### config.mk
export PLATFORM = sky130hd
export DESIGN_NAME = eth_tx_arbiter
export DESIGN_NICKNAME = d
export VERILOG_FILES = /design/src/rtl/eth_tx_arbiter.sv
export SDC_FILE = /design/constraint.sdc
export NUM_CORES = 1
export LEC_CHECK = 0
export BUFFER_PORTS_ARGS = -buffer_cell sky130_fd_sc_hd__buf_2
export CAP_MARGIN = 5
export CORE_ASPECT_RATIO = 1.5
export CORE_MARGIN = 4
export CORE_UTILIZATION = 25
export DETAILED_ROUTE_END_ITERATION = 10
export GPL_TIMING_DRIVEN = 0
export PLACE_DENSITY_LB_ADDON = 0.25
export RECOVER_POWER = 25
export SKIP_LAST_GASP = 1
export SYNTH_ARGS = -nofsm -noshare
export SYNTH_HDL_FRONTEND = slang
export SYNTH_SLANG_ARGS = --single-unit
### constraint.sdc
create_clock -name i_clk -period 5.3 [get_ports i_clk]
set_input_delay 1.59 -clock i_clk [delete_from_list [all_inputs] [get_ports i_clk]]
set_output_delay 1.59 -clock i_clk [all_outputs]
set_load 0.02 [all_outputs]
### src/rtl/eth_tx_arbiter.sv
// Round-robin, frame-granular arbiter sharing the Ethernet byte-write port between NREQ sources.
// Optional stall timeout/abort is enabled by defining TX_TIMEOUT_EN.
//
// state | meaning
// IDLE  | sample i_req, pick next requester after ptr, register one-hot grant
// BUSY  | granted source drives the port until its i_last byte is accepted
// GAP   | forced inter-frame gap of IFG cycles, no grant
module eth_tx_arbiter #(
  parameter int NREQ    = 3,
  parameter int IFG     = 2,
  parameter int TIMEOUT = 255
) (
  input  logic              i_clk,
  input  logic              i_rst,
  input  logic [NREQ-1:0]   i_req,
  input  logic [8*NREQ-1:0] i_data,
  input  logic [NREQ-1:0]   i_valid,
  input  logic [NREQ-1:0]   i_last,
  output logic [NREQ-1:0]   o_ready,
  output logic [NREQ-1:0]   o_grant,
  output logic              o_busy,
  output logic              o_done,
  output logic              o_abort,
  output logic [7:0]        o_wdata,
  input  logic              i_wready,
  output logic              o_wvalid
);

  localparam int PW = (NREQ > 1) ? $clog2(NREQ) : 1;
  localparam int GW = (IFG > 1) ? $clog2(IFG) : 1;
  localparam logic [GW-1:0]   GAP_LOAD = GW'((IFG > 0) ? IFG - 1 : 0);
  localparam logic [NREQ-1:0] ONE      = {{(NREQ-1){1'b0}}, 1'b1};

  typedef enum logic [1:0] {
    IDLE = 2'd0,
    BUSY = 2'd1,
    GAP  = 2'd2
  } state_t;

  state_t          state, state_nxt;
  logic [NREQ-1:0] grant_q, grant_nxt;
  logic [PW-1:0]   ptr_q, ptr_nxt;
  logic [GW-1:0]   gap_cnt, gap_nxt;

  logic [7:0]      wdata_g;
  logic            valid_g;
  logic            last_g;
  logic            busy;
  logic            xfer;
  logic            found;
  logic [PW-1:0]   win;

  // ptr always holds the granted index while in BUSY, so it doubles as the mux select
  always_comb begin
    wdata_g = 8'd0;
    valid_g = 1'b0;
    last_g  = 1'b0;
    for (int k = 0; k < NREQ; k++) begin
      if (ptr_q == PW'(k)) begin
        wdata_g = i_data[8*k +: 8];
        valid_g = i_valid[k];
        last_g  = i_last[k];
      end
    end
  end

  assign busy     = (state == BUSY);
  assign o_busy   = busy;
  assign o_grant  = grant_q;
  assign o_wvalid = busy & valid_g;
  assign o_wdata  = busy ? wdata_g : 8'd0;
  assign o_ready  = (busy & i_wready) ? grant_q : '0;
  assign xfer     = o_wvalid & i_wready;
  assign o_done   = xfer & last_g;

  always_comb begin
    found = 1'b0;
    win   = ptr_q;
    for (int i = 1; i <= NREQ; i++) begin
      if (!found && i_req[(int'(ptr_q) + i) % NREQ]) begin
        found = 1'b1;
        win   = PW'((int'(ptr_q) + i) % NREQ);
      end
    end
  end

`ifdef TX_TIMEOUT_EN
  localparam logic [7:0] STALL_LIM = 8'(TIMEOUT - 1);
  logic [7:0] stall_cnt, stall_nxt;
  logic       abort_q, abort_nxt;
  assign o_abort = abort_q;
`else
  logic unused_timeout;
  assign unused_timeout = ^8'(TIMEOUT);
  assign o_abort = 1'b0;
`endif

  always_comb begin
    state_nxt = state;
    grant_nxt = grant_q;
    ptr_nxt   = ptr_q;
    gap_nxt   = gap_cnt;
`ifdef TX_TIMEOUT_EN
    stall_nxt = stall_cnt;
    abort_nxt = 1'b0;
`endif
    case (state)
      IDLE: begin
        if (found) begin
          grant_nxt = ONE << win;
          ptr_nxt   = win;
          state_nxt = BUSY;
`ifdef TX_TIMEOUT_EN
          stall_nxt = 8'd0;
`endif
        end
      end
      BUSY: begin
        if (o_done) begin
          grant_nxt = '0;
          gap_nxt   = GAP_LOAD;
          state_nxt = (IFG == 0) ? IDLE : GAP;
        end
`ifdef TX_TIMEOUT_EN
        else if (xfer) begin
          stall_nxt = 8'd0;
        end else if (stall_cnt == STALL_LIM) begin
          // ptr already points at the stalled source, so it loses its turn
          abort_nxt = 1'b1;
          grant_nxt = '0;
          gap_nxt   = GAP_LOAD;
          state_nxt = (IFG == 0) ? IDLE : GAP;
        end else begin
          stall_nxt = stall_cnt + 8'd1;
        end
`endif
      end
      GAP: begin
        if (gap_cnt == '0) state_nxt = IDLE;
        else gap_nxt = gap_cnt - GW'(1);
      end
      default: state_nxt = IDLE;
    endcase
  end

  always_ff @(posedge i_clk) begin
    if (i_rst) begin
      state   <= IDLE;
      grant_q <= '0;
      ptr_q   <= PW'(NREQ - 1);
      gap_cnt <= '0;
    end else begin
      state   <= state_nxt;
      grant_q <= grant_nxt;
      ptr_q   <= ptr_nxt;
      gap_cnt <= gap_nxt;
    end
  end

`ifdef TX_TIMEOUT_EN
  always_ff @(posedge i_clk) begin
    if (i_rst) begin
      stall_cnt <= 8'd0;
      abort_q   <= 1'b0;
    end else begin
      stall_cnt <= stall_nxt;
      abort_q   <= abort_nxt;
    end
  end
`endif

endmodule

==> impl_metrics.yaml <==
route:
  post_drt_wl_per_cell_um: 12.9
  drc_errors: 0
  drt-initial-drc-count: 65
  wl_um: 2810
  vias: 1075
  via_per_inst: 4.95
  dr.pass1.iters: 4
  final_antenna_net_count: 0
synthesis:
  synth_nets: 162
  yosysMostFrequentCell: "nor2_1"
  synth_edf_count: 0
  ys_ff_latch: 8
  yosysWarnings: 0
  seq_area_frac_synth_pct: 17.3
  ys.flop_type: "dfxtp_1"
  synth_cells: 121
  synth_top_area_share_pct: 17.3
  ys_top_cells_by_count: "nor2_1, a21oi_1, a22oi_1"
  syn_avg_cell_area_um2: 7.66
  synth_area_leaders: "dfxtp_1, nor2_1, a22oi_1"
  synth_area_um2: 927
  synth_top_area_cell: "dfxtp_1"
  ys_types: 43
  synth_async_sr_flop_share_pct: 0
cts:
  postCtsHoldBufs: 0
  cts_setup_buffers: 0
  cts-root-buf: "clkbuf_8"
  cts_sinks: 8
  cts_tree: "built"
  clockBufferDepth: 2
  h-tree-depth: 1
  clock_latency_ns: 0.23
  cts_resized: 0
  cts_buffers: 3
  clk_pin_slew_ns: 0.04
worst_setup_path:
  arrival_ns: 2.79
  rrSetupSlack_ns: 3.05
  cp-endpoint: "o_done"
  cp-end-kind: "output port"
  r2r_start: "ptr_q[1]$_SDFFE_PP1P_"
  path_class: "in -> out"
  setup.worst_path.start_class: "primary input"
  cp_max_fo: 5
  reg2reg_to: "o_grant[2]$_SDFFE_PP0P_"
  reg2reg_depth: 7
  worst_ep_required_time_ns: 3.71
  crit_path_start: "i_valid[0]"
place:
  dp.cells: 214
  hpwlAfterDp_um: 2330
  port_buffers: 51
  gp_congestion: 0.810
floorplan:
  start_util_pct: 26.6
  die_h_um: 82.6
  core_area_um2: 3480
  rows: 26
  ios: 54
  die-width_um: 57.7
  dieArea_um2: 4770
sta:
  post-route-min-period_ns: 4.38
  fmax_ghz: 0.228
  finalHoldViolCount: 0
  hold_slack_ns: 0.459
  rsz0062_at_grt: "no"
  slew_violations: 0
  setup_violations: 0
  setup_tns_ns: 0
  fin_worst_skew_ns: 0.000907
  timing.final.crit_share_pct: 82.6
global_routing:
  grt_pass1_wl_um: 4750
  grt_pass1_vias: 1100
  antenna_found_initial: 0
  grt_max_degree: 11
  track_usage_pct: 12.1
  grt_overflow: 0
final_layout:
  antennaDiodeCount: 0
  fill_cells: 376
  fin_cells: 217
  area_growth_pct: 36.3
  drive_gt1_share_pct: 37.7
  nets: 218
pwr:
  powerDensity_nw_per_um2: 606
  leakagePower_nw: 0.616
  peakVddDrop_mv: 0.231
flow_run:
  cap_violations: 0
min_path:
  hp-class: "reg -> reg"
run_status:
  status: "completed"
-- registers in the layout (all words and copies together), names as in the netlist --
signal   count
gap_cnt      1
o_grant      3
ptr_q        2
state        2
-- stage by stage --
stage	setup slack (ns)	total power [mW]	cell area (um^2)	utilization, %
2_1_floorplan	1.19	0.560	927	-
3_3_place_gp	0.980	0.691	1230	35.5
3_5_place_dp	0.989	0.704	1230	35.5
4_1_cts	0.984	0.781	1280	36.7
5_1_grt	0.838	0.850	1260	36.3
6_report	0.923	0.766	1260	36.3
-- worst min-delay path by stage --
stage / startpoint / to / cells past startpoint
after floorplan: gap_cnt$_SDFFE_PP0P_ / state[1]$_SDFFE_PP0P_ / 2
after global placement: gap_cnt$_SDFFE_PP0P_ / state[1]$_SDFFE_PP0P_ / 2
after detailed placement: gap_cnt$_SDFFE_PP0P_ / state[1]$_SDFFE_PP0P_ / 2
after CTS: gap_cnt$_SDFFE_PP0P_ / state[1]$_SDFFE_PP0P_ / 2
after global routing: gap_cnt$_SDFFE_PP0P_ / state[1]$_SDFFE_PP0P_ / 2
final: gap_cnt$_SDFFE_PP0P_ / gap_cnt$_SDFFE_PP0P_ / 2
-- worst max-delay path, stage by stage --
cell,delay [ns]
buf_2,0.07
and3b_1,0.15
o31ai_1,0.08
or4_1,0.62
inv_1,0.11
buf_2,0.17
-- cells by family (layout without fill, tap and decap cells) --
kind of cell	Yosys count	count (layout)	share of synthesized area, %
AO/OA/AOI/OAI	39	39	33.5
AND/OR/NAND/NOR	52	52	30.5
other	1	1	0.404
adder cells (fa/ha/maj)	5	5	6.75
buffers and inverters	13	67	7.83
multiplexers	3	3	3.78
flip-flops	8	8	17.3
-- layout make-up --
| class | count | area (um^2) | area share (%) |
|---|---|---|---|
| plain buffers | 8 | 48.8 | 3.86 |
| multi-input cells | 100 | 686 | 54.3 |
| inverters | 5 | 23.8 | 1.88 |
| clock buffers | 3 | 41.3 | 3.27 |
| well taps | 42 | 52.6 | 4.16 |
| flip-flops and latches | 8 | 160 | 12.7 |
| repair buffers | 51 | 251 | 19.9 |
-- report_power, final --
part	leakage [nW]	internal [mW]	switching, mW
Sequential	0.0657	0.0840	0.0233
Combinational	0.528	0.235	0.351
Clock	0.0216	0.0491	0.0232
-- layer usage --
| metal | vias to the layer above | part of all wire [%] | GRT usage [%] | routed length (um) |
|---|---|---|---|---|
| met5 | - | 0 | 0 | 0 |
| met4 | 0 | 0.68 | 2.09 | 19 |
| met3 | 2 | 8.6 | 1.87 | 242 |
| met2 | 46 | 52 | 24.9 | 1450 |
| met1 | 480 | 39 | 12.8 | 1090 |
| li1 | 547 | - | - | - |
-- layout by cell type (no fill, tap or decap), types with 2 or more instances in the layout --
master,count
buf_2,51
nor2_1,21
a21oi_1,13
a22oi_1,9
dfxtp_1,8
nand2b_1,6
ha_1,5
inv_1,4
clkbuf_1,4
nand2_1,4
and3_1,3
nor2b_1,3
and2_1,3
clkbuf_8,3
buf_4,2
or2b_1,2
o31ai_1,2
o211ai_1,2
mux2i_1,2
o21a_1,2
nand3_1,2
Power figures use the tool's default switching activity.
